$ cat src/rtl/led_matrix_pkg.sv
// Shared definitions for the 8x8 LED matrix row-scan controller:
// matrix geometry, scan FSM state encoding and a row-decode helper.
package led_matrix_pkg;

   localparam int ROWS  = 8;
   localparam int COLS  = 8;
   localparam int ROW_W = 3;
   localparam int BIT_W = 3;

   typedef enum logic [2:0] {
      ST_IDLE     = 3'd0,
      ST_BLANK    = 3'd1,
      ST_SHIFT_LO = 3'd2,
      ST_SHIFT_HI = 3'd3,
      ST_LATCH    = 3'd4,
      ST_HOLD     = 3'd5
   } scan_state_t;

   // One-hot row drive pattern for a row index (row 0 -> bit 0).
   function automatic logic [ROWS-1:0] row_onehot(input logic [ROW_W-1:0] row);
      logic [ROWS-1:0] pattern;
      pattern = {{(ROWS-1){1'b0}}, 1'b1} << row;
      return pattern;
   endfunction

endpackage

$ cat src/rtl/led_scan_tick_gen.sv
// Scan tick generator: a free-running divider that produces a one-cycle
// tick every CLK_DIV clocks. All scan FSM steps advance on this tick.
module led_scan_tick_gen #(
   parameter int CLK_DIV = 4
) (
   input  logic clk,
   input  logic rst_n,
   output logic tick
);

   localparam int CNT_W = (CLK_DIV > 1) ? $clog2(CLK_DIV) : 1;
   localparam logic [CNT_W-1:0] CNT_MAX = CNT_W'(CLK_DIV - 1);
   localparam logic [CNT_W-1:0] CNT_ONE = CNT_W'(1);

   logic [CNT_W-1:0] count_r;

   // Divider counter: runs 0..CLK_DIV-1 and wraps; cleared by reset.
   always_ff @(posedge clk) begin
      if (!rst_n) begin
         count_r <= '0;
      end else if (count_r == CNT_MAX) begin
         count_r <= '0;
      end else begin
         count_r <= count_r + CNT_ONE;
      end
   end

   assign tick = (count_r == CNT_MAX);

endmodule

$ cat src/rtl/led_matrix_scan_ctrl.sv
// Row-scan scheduler for the 8x8 LED matrix. Holds a double-buffered frame,
// shifts each front-bank row MSB-first to the column shift register, latches
// it, then lights that row for HOLD_TICKS ticks. Bank swaps are deferred to
// the frame boundary (or done at once while idle) so frames never tear.
module led_matrix_scan_ctrl
   import led_matrix_pkg::*;
#(
   parameter int CLK_DIV    = 4,
   parameter int HOLD_TICKS = 64
) (
   input  logic             clk_in,
   input  logic             rst_n_in,
   input  logic             enable_in,
   input  logic             wr_en_in,
   input  logic [ROW_W-1:0] wr_row_in,
   input  logic [COLS-1:0]  wr_data_in,
   input  logic             swap_req_in,
   output logic             swap_ack_out,
   output logic             frame_start_out,
   output logic             ser_data_out,
   output logic             ser_clk_out,
   output logic             latch_out,
   output logic [ROWS-1:0]  row_sel_out
);

   localparam int HOLD_W = (HOLD_TICKS > 1) ? $clog2(HOLD_TICKS) : 1;
   localparam logic [HOLD_W-1:0] HOLD_LAST = HOLD_W'(HOLD_TICKS - 1);
   localparam logic [HOLD_W-1:0] HOLD_ONE  = HOLD_W'(1);
   localparam logic [ROW_W-1:0]  ROW_LAST  = ROW_W'(ROWS - 1);
   localparam logic [ROW_W-1:0]  ROW_ONE   = ROW_W'(1);
   localparam logic [BIT_W-1:0]  BIT_MSB   = BIT_W'(COLS - 1);
   localparam logic [BIT_W-1:0]  BIT_ONE   = BIT_W'(1);

   scan_state_t      state_r, state_s;
   logic [ROW_W-1:0] row_r, row_s;
   logic [BIT_W-1:0] bit_r, bit_s;
   logic [COLS-1:0]  sreg_r, sreg_s;
   logic [HOLD_W-1:0] hold_r, hold_s;
   logic             front_sel_r, front_sel_s;
   logic             pending_r, pending_s;
   logic             swap_exec_s;
   logic             tick_s;
   logic             ser_data_s, ser_clk_s, latch_s, frame_start_s, swap_ack_s;
   logic [ROWS-1:0]  row_sel_s;
   logic [COLS-1:0]  front_row_s;

   // Two banks of ROWS rows; bank front_sel_r is displayed, the other is written.
   logic [COLS-1:0]  bank_r [2][ROWS];

   led_scan_tick_gen #(
      .CLK_DIV (CLK_DIV)
   ) u_tick_gen (
      .clk   (clk_in),
      .rst_n (rst_n_in),
      .tick  (tick_s)
   );

   assign front_row_s = bank_r[front_sel_r][row_r];

   // Frame-buffer write port: always into the bank not currently displayed,
   // judged by front_sel before this edge, so a write coincident with a swap
   // lands in the bank that becomes front.
   always_ff @(posedge clk_in) begin
      if (!rst_n_in) begin
         for (int b = 0; b < 2; b++) begin
            for (int r = 0; r < ROWS; r++) begin
               bank_r[b][r] <= '0;
            end
         end
      end else if (wr_en_in) begin
         bank_r[~front_sel_r][wr_row_in] <= wr_data_in;
      end else begin
         bank_r <= bank_r;
      end
   end

   // Next-state, next-output and swap bookkeeping for the scan FSM.
   always_comb begin
      state_s       = state_r;
      row_s         = row_r;
      bit_s         = bit_r;
      sreg_s        = sreg_r;
      hold_s        = hold_r;
      ser_data_s    = ser_data_out;
      ser_clk_s     = ser_clk_out;
      latch_s       = latch_out;
      row_sel_s     = row_sel_out;
      frame_start_s = 1'b0;
      swap_exec_s   = 1'b0;

      if ((state_r != ST_IDLE) && tick_s && !enable_in) begin
         // Disable aborts the scan on the tick and blanks everything.
         state_s    = ST_IDLE;
         row_s      = '0;
         bit_s      = '0;
         hold_s     = '0;
         ser_data_s = 1'b0;
         ser_clk_s  = 1'b0;
         latch_s    = 1'b0;
         row_sel_s  = '0;
      end else begin
         case (state_r)
            ST_IDLE: begin
               row_s       = '0;
               ser_data_s  = 1'b0;
               ser_clk_s   = 1'b0;
               latch_s     = 1'b0;
               row_sel_s   = '0;
               // While idle there is no frame to protect: swap immediately.
               swap_exec_s = pending_r;
               if (tick_s && enable_in) begin
                  state_s       = ST_BLANK;
                  frame_start_s = 1'b1;
               end else begin
                  state_s = ST_IDLE;
               end
            end
            ST_BLANK: begin
               if (tick_s) begin
                  sreg_s     = front_row_s;
                  bit_s      = BIT_MSB;
                  ser_clk_s  = 1'b0;
                  ser_data_s = front_row_s[COLS-1];
                  state_s    = ST_SHIFT_LO;
               end else begin
                  state_s = ST_BLANK;
               end
            end
            ST_SHIFT_LO: begin
               if (tick_s) begin
                  ser_clk_s = 1'b1;
                  state_s   = ST_SHIFT_HI;
               end else begin
                  state_s = ST_SHIFT_LO;
               end
            end
            ST_SHIFT_HI: begin
               if (tick_s) begin
                  sreg_s    = sreg_r << 3'd1;
                  ser_clk_s = 1'b0;
                  if (bit_r == '0) begin
                     ser_data_s = 1'b0;
                     latch_s    = 1'b1;
                     state_s    = ST_LATCH;
                  end else begin
                     bit_s      = bit_r - BIT_ONE;
                     ser_data_s = sreg_s[COLS-1];
                     state_s    = ST_SHIFT_LO;
                  end
               end else begin
                  state_s = ST_SHIFT_HI;
               end
            end
            ST_LATCH: begin
               if (tick_s) begin
                  latch_s   = 1'b0;
                  hold_s    = '0;
                  row_sel_s = row_onehot(row_r);
                  state_s   = ST_HOLD;
               end else begin
                  state_s = ST_LATCH;
               end
            end
            ST_HOLD: begin
               if (tick_s) begin
                  if (hold_r == HOLD_LAST) begin
                     hold_s    = '0;
                     row_sel_s = '0;
                     state_s   = ST_BLANK;
                     if (row_r == ROW_LAST) begin
                        // Frame boundary: the only point a running scan swaps.
                        row_s         = '0;
                        frame_start_s = 1'b1;
                        swap_exec_s   = pending_r;
                     end else begin
                        row_s = row_r + ROW_ONE;
                     end
                  end else begin
                     hold_s = hold_r + HOLD_ONE;
                  end
               end else begin
                  state_s = ST_HOLD;
               end
            end
            default: begin
               state_s    = ST_IDLE;
               row_s      = '0;
               ser_data_s = 1'b0;
               ser_clk_s  = 1'b0;
               latch_s    = 1'b0;
               row_sel_s  = '0;
            end
         endcase
      end

      // An executing swap consumes any request arriving on the same edge.
      if (swap_exec_s) begin
         front_sel_s = ~front_sel_r;
         pending_s   = 1'b0;
         swap_ack_s  = 1'b1;
      end else begin
         front_sel_s = front_sel_r;
         pending_s   = pending_r | swap_req_in;
         swap_ack_s  = 1'b0;
      end
   end

   // Scan state, swap bookkeeping and registered pin outputs.
   always_ff @(posedge clk_in) begin
      if (!rst_n_in) begin
         state_r         <= ST_IDLE;
         row_r           <= '0;
         bit_r           <= '0;
         sreg_r          <= '0;
         hold_r          <= '0;
         front_sel_r     <= 1'b0;
         pending_r       <= 1'b0;
         ser_data_out    <= 1'b0;
         ser_clk_out     <= 1'b0;
         latch_out       <= 1'b0;
         row_sel_out     <= '0;
         frame_start_out <= 1'b0;
         swap_ack_out    <= 1'b0;
      end else begin
         state_r         <= state_s;
         row_r           <= row_s;
         bit_r           <= bit_s;
         sreg_r          <= sreg_s;
         hold_r          <= hold_s;
         front_sel_r     <= front_sel_s;
         pending_r       <= pending_s;
         ser_data_out    <= ser_data_s;
         ser_clk_out     <= ser_clk_s;
         latch_out       <= latch_s;
         row_sel_out     <= row_sel_s;
         frame_start_out <= frame_start_s;
         swap_ack_out    <= swap_ack_s;
      end
   end

endmodule

$ cat config.mk
export PLATFORM = sky130hd
export DESIGN_NAME = led_matrix_scan_ctrl
export DESIGN_NICKNAME = d
export VERILOG_FILES = /design/src/rtl/led_matrix_pkg.sv /design/src/rtl/led_scan_tick_gen.sv /design/src/rtl/led_matrix_scan_ctrl.sv
export SDC_FILE = /design/constraint.sdc
export NUM_CORES = 1
export LEC_CHECK = 0
export CORE_MARGIN = 2
export CORE_UTILIZATION = 54
export DETAILED_ROUTE_END_ITERATION = 6
export GPL_TIMING_DRIVEN = 0
export HOLD_SLACK_MARGIN = 0.03
export PLACE_DENSITY = 0.71
export SYNTH_ARGS = -nofsm -noshare
export SYNTH_HDL_FRONTEND = slang
export SYNTH_HIERARCHICAL = 1
export SYNTH_SLANG_ARGS = --single-unit
$ cat constraint.sdc
create_clock -name clk_in -period 2 [get_ports clk_in]
set_input_delay 0.4 -clock clk_in [delete_from_list [all_inputs] [get_ports clk_in]]
set_output_delay 0.4 -clock clk_in [all_outputs]
set_load 0.02 [all_outputs]
# After elaboration in Yosys (flattened, before gate mapping)
# Index checks and enable logic that the tools add are counted.
[word_totals]
reg_bits = 167
out_inout_bits = 13
elab_cells = 160
[classes]
bitwise = 13
add_sub_neg = 4
n_lt_le_gt_ge = 6
n_reduce_logical = 28
eq_ne = 18
shift = 1
mux = 60
[op_table]
columns = ["cell", "n"]
rows = [
  ["64-bit two-way mux", 4],
  ["128-bit bitwise mux", 1],
  ["64-bit demux with 1-bit select", 1],
  ["8-bit two-way mux", 6],
  ["3-bit two-way mux", 10],
  ["8-bit binary-select mux with 3-bit select", 1],
  ["8-bit demux with 3-bit select", 1],
  ["8-bit one-hot mux with 3 select lines", 1],
  ["1-bit two-way mux", 19],
  ["6-bit two-way mux", 3],
  ["3-bit one-hot mux with 6 select lines", 1],
  ["2-bit inequality test, second input constant", 8],
  ["4-bit AND reduction", 4],
  ["7-bit two-way mux", 2],
  ["7-bit one-hot mux with 2 select lines", 1],
  ["3-bit one-hot mux with 2 select lines", 2],
  ["6-bit one-hot mux with 2 select lines", 1],
  ["3-bit AND reduction", 4],
  ["2-bit OR reduction", 5],
  ["3-bit == test, second input constant", 3],
  ["1-bit one-hot mux with 3 select lines", 3],
  ["3-bit OR reduction", 3],
  ["4-bit >= comparator, second input constant", 2],
  ["1-bit inverter", 8],
  ["other kinds (25)", 36],
]

# Longest topological paths before layout
[logic_depth]
word_depth = 9
depth_mapped = 8

# Modules after synthesis
# Netlist, hierarchy kept.
[modules_own_cells]
columns = ["module", "seq_area_each_um2", "instances", "area_each_um2", "cells_each"]
rows = [
  ["led_matrix_scan_ctrl", 3303.2, 1, 7906.3, 755],
  ["led_scan_tick_gen", 40.0, 1, 73.8, 5],
]

# Least setup slack after synthesis
# No wires, ideal clock.
[synth_timing]
path_kind = "register to register"
start = "reg u_tick_gen.count_r[0]"
end = "reg row_r[1]"
t_arrival_ps = 1589
path_slack_ps = 307
setup_time_ps = 103
synth_period_minus_slack_ps = 1693
stages_incl_launch_ff = 6
required_ps = 1897
cell_sequence = "dfxtp_1 > ha_1 > nand2_1 > or3_4 > a21o_1 > a2111oi_2"
[synth_between]
elab_chain_len = 4
elab_cells_between_ends = 6
cone_classes = "eq/ne: 2; reduce/logical: 4"
[synth_lines]
columns = ["item", "line", "rtl"]
rows = [
  ["start, declared", "led_scan_tick_gen.sv:15", "logic [CNT_W-1:0] count_r;"],
  ["start signal, assigned", "led_scan_tick_gen.sv:24", "count_r <= count_r + CNT_ONE;"],
  ["2-bit == test (*)", "led_scan_tick_gen.sv:28", "assign tick = (count_r == CNT_MAX);"],
  ["net tick_s", "led_matrix_scan_ctrl.sv:42", "logic tick_s;"],
  ["branches (longest 3 deep; another with 3-bit AND reduction)", "-", ""],
  ["end signal, assigned", "led_matrix_scan_ctrl.sv:226", "row_r <= row_s;"],
  ["end, declared", "led_matrix_scan_ctrl.sv:35", "logic [ROW_W-1:0] row_r, row_s;"],
]
# Mark *: on every way through the listed nets, which the timed path passes.
# A chain may end at the register's enable or synchronous reset.

# Final worst setup path
[layout_timing]
start = "reg row_r[1]"
end = "reg sreg_r[3]"
[layout_between]
elab_chain_len = 6
[layout_lines]
columns = ["item", "line", "rtl"]
rows = [
  ["3-bit inverter with 4-bit output (implied by the code)", "led_matrix_scan_ctrl.sv:58", "assign front_row_s = bank_r[front_sel_r][row_r];"],
  ["8-bit binary-select mux with 3-bit select", "led_matrix_scan_ctrl.sv:58", ""],
  ["8-bit two-way mux (implied by the code) (2 in series)", "led_matrix_scan_ctrl.sv:58", ""],
  ["7-bit two-way mux", "led_matrix_scan_ctrl.sv:119", "if (tick_s) begin"],
  ["7-bit one-hot mux with 2 select lines", "led_matrix_scan_ctrl.sv:102", "case (state_r)"],
  ["end signal, assigned", "led_matrix_scan_ctrl.sv:228", "sreg_r <= sreg_s;"],
  ["end, declared", "led_matrix_scan_ctrl.sv:37", "logic [COLS-1:0] sreg_r, sreg_s;"],
]
# Every way passes these cells. The select of a mux whose other input is x is not followed.

==> impl_results.md <==
- Layout cells sized above 1: 14.1%
- Die width: 126 um
- Max VDD drop: 0.000617 V
- Vias per cell: 5.84
- Die Span Y: 126 um
- Final net count: 837
- Antenna viol nets, final: 0
- CP dominant cell by count: buf_6
- PortBufs: 28
- Reg-to-reg endpoint: sreg_r[3]
- Launching point of the worst reg2reg path: row_r[1]
- Total power divided by cell area: 781 mW/mm^2
- CP max FO: 10
- Slew @ Worst Pin: 739 ps
- Worst Path Required: 2300 ps
- Initial core utilization: 55.1%
- Fmax: 0.513 GHz
- Cells after Synth: 760
- Register area: 0.00334 mm^2
- Post-synthesis cell area: 0.00798 mm^2
- Synth area leader: dfxtp_1
- Final WL: 21,400 um
- Sequential share of power: 47.5%
- N_diodes: 0
- Synth top cells by count: dfxtp_1, nor2b_1, mux2i_1
- Combinational fraction of design power: 8.2%
- Die area: 0.0158 mm^2
- CTS tree: yes
- Number of synthesis warnings: 6
- Final hold slack: 448 ps
- GPL Wtd Cong: 0.921
- Pleak: 3.28 nW
- Max clock buf depth: 2
- Via count: 5,883
- # hold bufs at CTS: 0
- Syn Nets: 786
- First-pass GRT wire length: 33,700 um
- Clock slew at the register clock pins of the worst setup and hold paths: 60 ps
- Setup violators final: 0
- HPWL after DPL: 15,000 um
- Seq/Total Area, Yosys: 41.9%
- Fin crit period: 1950 ps
- Initial antenna violation count: 0
- Clock power share: 44.3%
- Max-cap violations: 0
- Worst setup SP type: flip-flop
- Final worst-path cycle share: 97.4%
- Most used DFF post-synth: dfxtp_1
- Synth Register Bits: 167
- Switching share of power: 24.0%
- H-Tree Depth: 4
- Synth area leaders: dfxtp_1, mux2i_1, nor2b_1, mux4_2, a21oi_1
- CP Class: reg -> reg
- Iter 0 DRT Violations: 531
- Core Area: 0.0145 mm^2
- Status: completed
- Worst slew margin: 50.8%
- Critical path depth in cells: 8
- CP max-delay cell: dfxtp_1
- Hold/Removal Path Class: reg -> reg
- Sink count of the clock tree: 167
- Setup TNS: 0 ps
- Wire per inst: 21.2 um
- Reg2Reg Depth: 8
- Largest net degree at the start of global routing: 17
- Cell Chain, Critical Path: buf_6, buf_6, buf_6, mux4_2, a22oi_2, nand2_1, nand2_1, a21oi_1
- Distinct cell type count after synthesis: 59
- Root Driver: clkbuf_16
- Worst R2R Setup Slack: 50 ps
- Worst path buffer plus inverter count: 3
- Syn Area/Cell: 10.5 um^2
- I/O pin cnt: 29
- Layout Skew: 5.43 ps
- Endpoints failing hold: 0
- Pre-antenna DRT Iters: 5
- Slew Limit Fails: 0
- Vias in the first global route: 5,979
- CP peak stage delay: 380 ps
- CTS buffer count: 17
- WP data arrival: 2250 ps
- Most frequent cell after synthesis: dfxtp_1
- Crit. Startpoint: row_r[1]
- Int Pwr: 0.00545 W
- Post-synth EDFFs: 0
- DRC: 0
- # rows: 44
- Top cell type's share of synthesized area: 41.9%
- Ys async rst share: 0%
- Clock Latency Late Sink: 420 ps
- Crit end category: flip-flop
- Multi-input logic area: 0.00438 mm^2
- Total track usage: 28.1%
- Syn-to-layout area delta: 14.9%
- Fillers: 1,172
- CP top delay family: buffers and inverters
- CP endpoint: sreg_r[3]
- Congestion Overflow GR: 0
- Sw Pwr: 0.00172 W
-- power by group through the flow --
stage	Sequential (W)	Clock [W]	Combinational, W
floorplan	0.00347	0	0.000372
detailed placement	0.00348	0	0.000566
CTS	0.00340	0.00321	0.000569
global placement	0.00347	0	0.000555
global route	0.00341	0.00335	0.000622
finish	0.00340	0.00318	0.000585
-- logic make-up (layout without fill, tap and decap cells) --
group	count (synthesis)	after routing	share of synthesized area, %
XOR/XNOR	3	3	0.329
buffers and inverters	62	126	3.81
flip-flops	167	167	41.9
multiplexers	164	164	25.1
AO/OA/AOI/OAI	89	89	7.24
AND/OR/NAND/NOR	265	265	20.1
adder cells (fa/ha/maj)	10	10	1.57
-- state kept, by name, summed over array words and instances, names as in the netlist, 2 cells and up --
register and cells:
row_r 3, hold_r 6, sreg_r 7, state_r 3, u_tick_gen/count_r 2, bank_r 128
row_sel_out 8, bit_r 3
-- layout by cell type (no fill, tap or decap), drive strengths merged, types with 3 or more instances in the layout --
cell,netlist,routed
a2111oi,4,4
a211oi,5,5
a21o,4,4
a21oi,29,29
a221oi,5,5
a22oi,9,9
a31oi,3,3
and2,4,4
and3,5,5
buf,23,27
clkbuf,29,48
clkdlybuf4s50,0,28
clkinv,0,7
clkinvlp,0,5
dfxtp,167,167
ha,10,10
inv,10,9
mux2i,134,134
mux4,28,28
nand2,32,32
nand2b,12,12
nand3,14,14
nand3b,3,3
nand4,7,7
nor2,29,29
nor2b,138,138
nor3,6,6
nor3b,4,4
o21ai,19,19
or3,3,3
-- metrics by stage --
stage          cell area [um^2]  instances  power, W  setup slack (ps)  utilization (%)
3_5_place_dp               8490        972   0.00404              -302             58.6
4_1_cts                    9070       1004   0.00718             -30.8             62.7
3_3_place_gp               8490        972   0.00403              -243             58.6
6_report                   9170       1008   0.00716              52.4             63.3
2_1_floorplan              7980        760   0.00384               307                -
5_1_grt                    9170       1008   0.00738             -16.0             63.3
-- timing repair --
| item | CTS | global route |
|---|---|---|
| gates resized for setup | 5 | 16 |
| endpoints found under the setup margin | 8 | 40 |
| setup buffers | 0 | 4 |
| cloned | 0 | 0 |
-- per-layer routing --
metal | part of all wire, % | vias up | GRT usage, %
met4 | 3.3 | 0 | 11.3
met3 | 5.2 | 44 | 5.26
met2 | 49 | 206 | 47.3
met5 | 0 | - | 0
li1 | - | 2784 | -
met1 | 43 | 2849 | 35.6
-- worst min path at each step --
stage,from,end,slack [ps],cells past startpoint
6_report,u_tick_gen/count_r[0],u_tick_gen/count_r[0],450,1
5_1_grt,bit_r[1],bit_r[1],470,2
4_1_cts,u_tick_gen/count_r[0],u_tick_gen/count_r[0],450,1
3_5_place_dp,u_tick_gen/count_r[0],u_tick_gen/count_r[0],430,1
2_1_floorplan,u_tick_gen/count_r[0],u_tick_gen/count_r[0],420,1
3_3_place_gp,u_tick_gen/count_r[0],u_tick_gen/count_r[0],430,1
-- cell type report --
type                       count  area share, %
buffer                        52           3.19
clock buffer                  19           4.72
clock inverter                13           1.45
inverter                      10          0.450
multi-input combinational    531           47.8
sequential                   167           36.5
tap                          184           2.51
timing repair buffer          32           3.38
(Power assumes the default switching activity.)
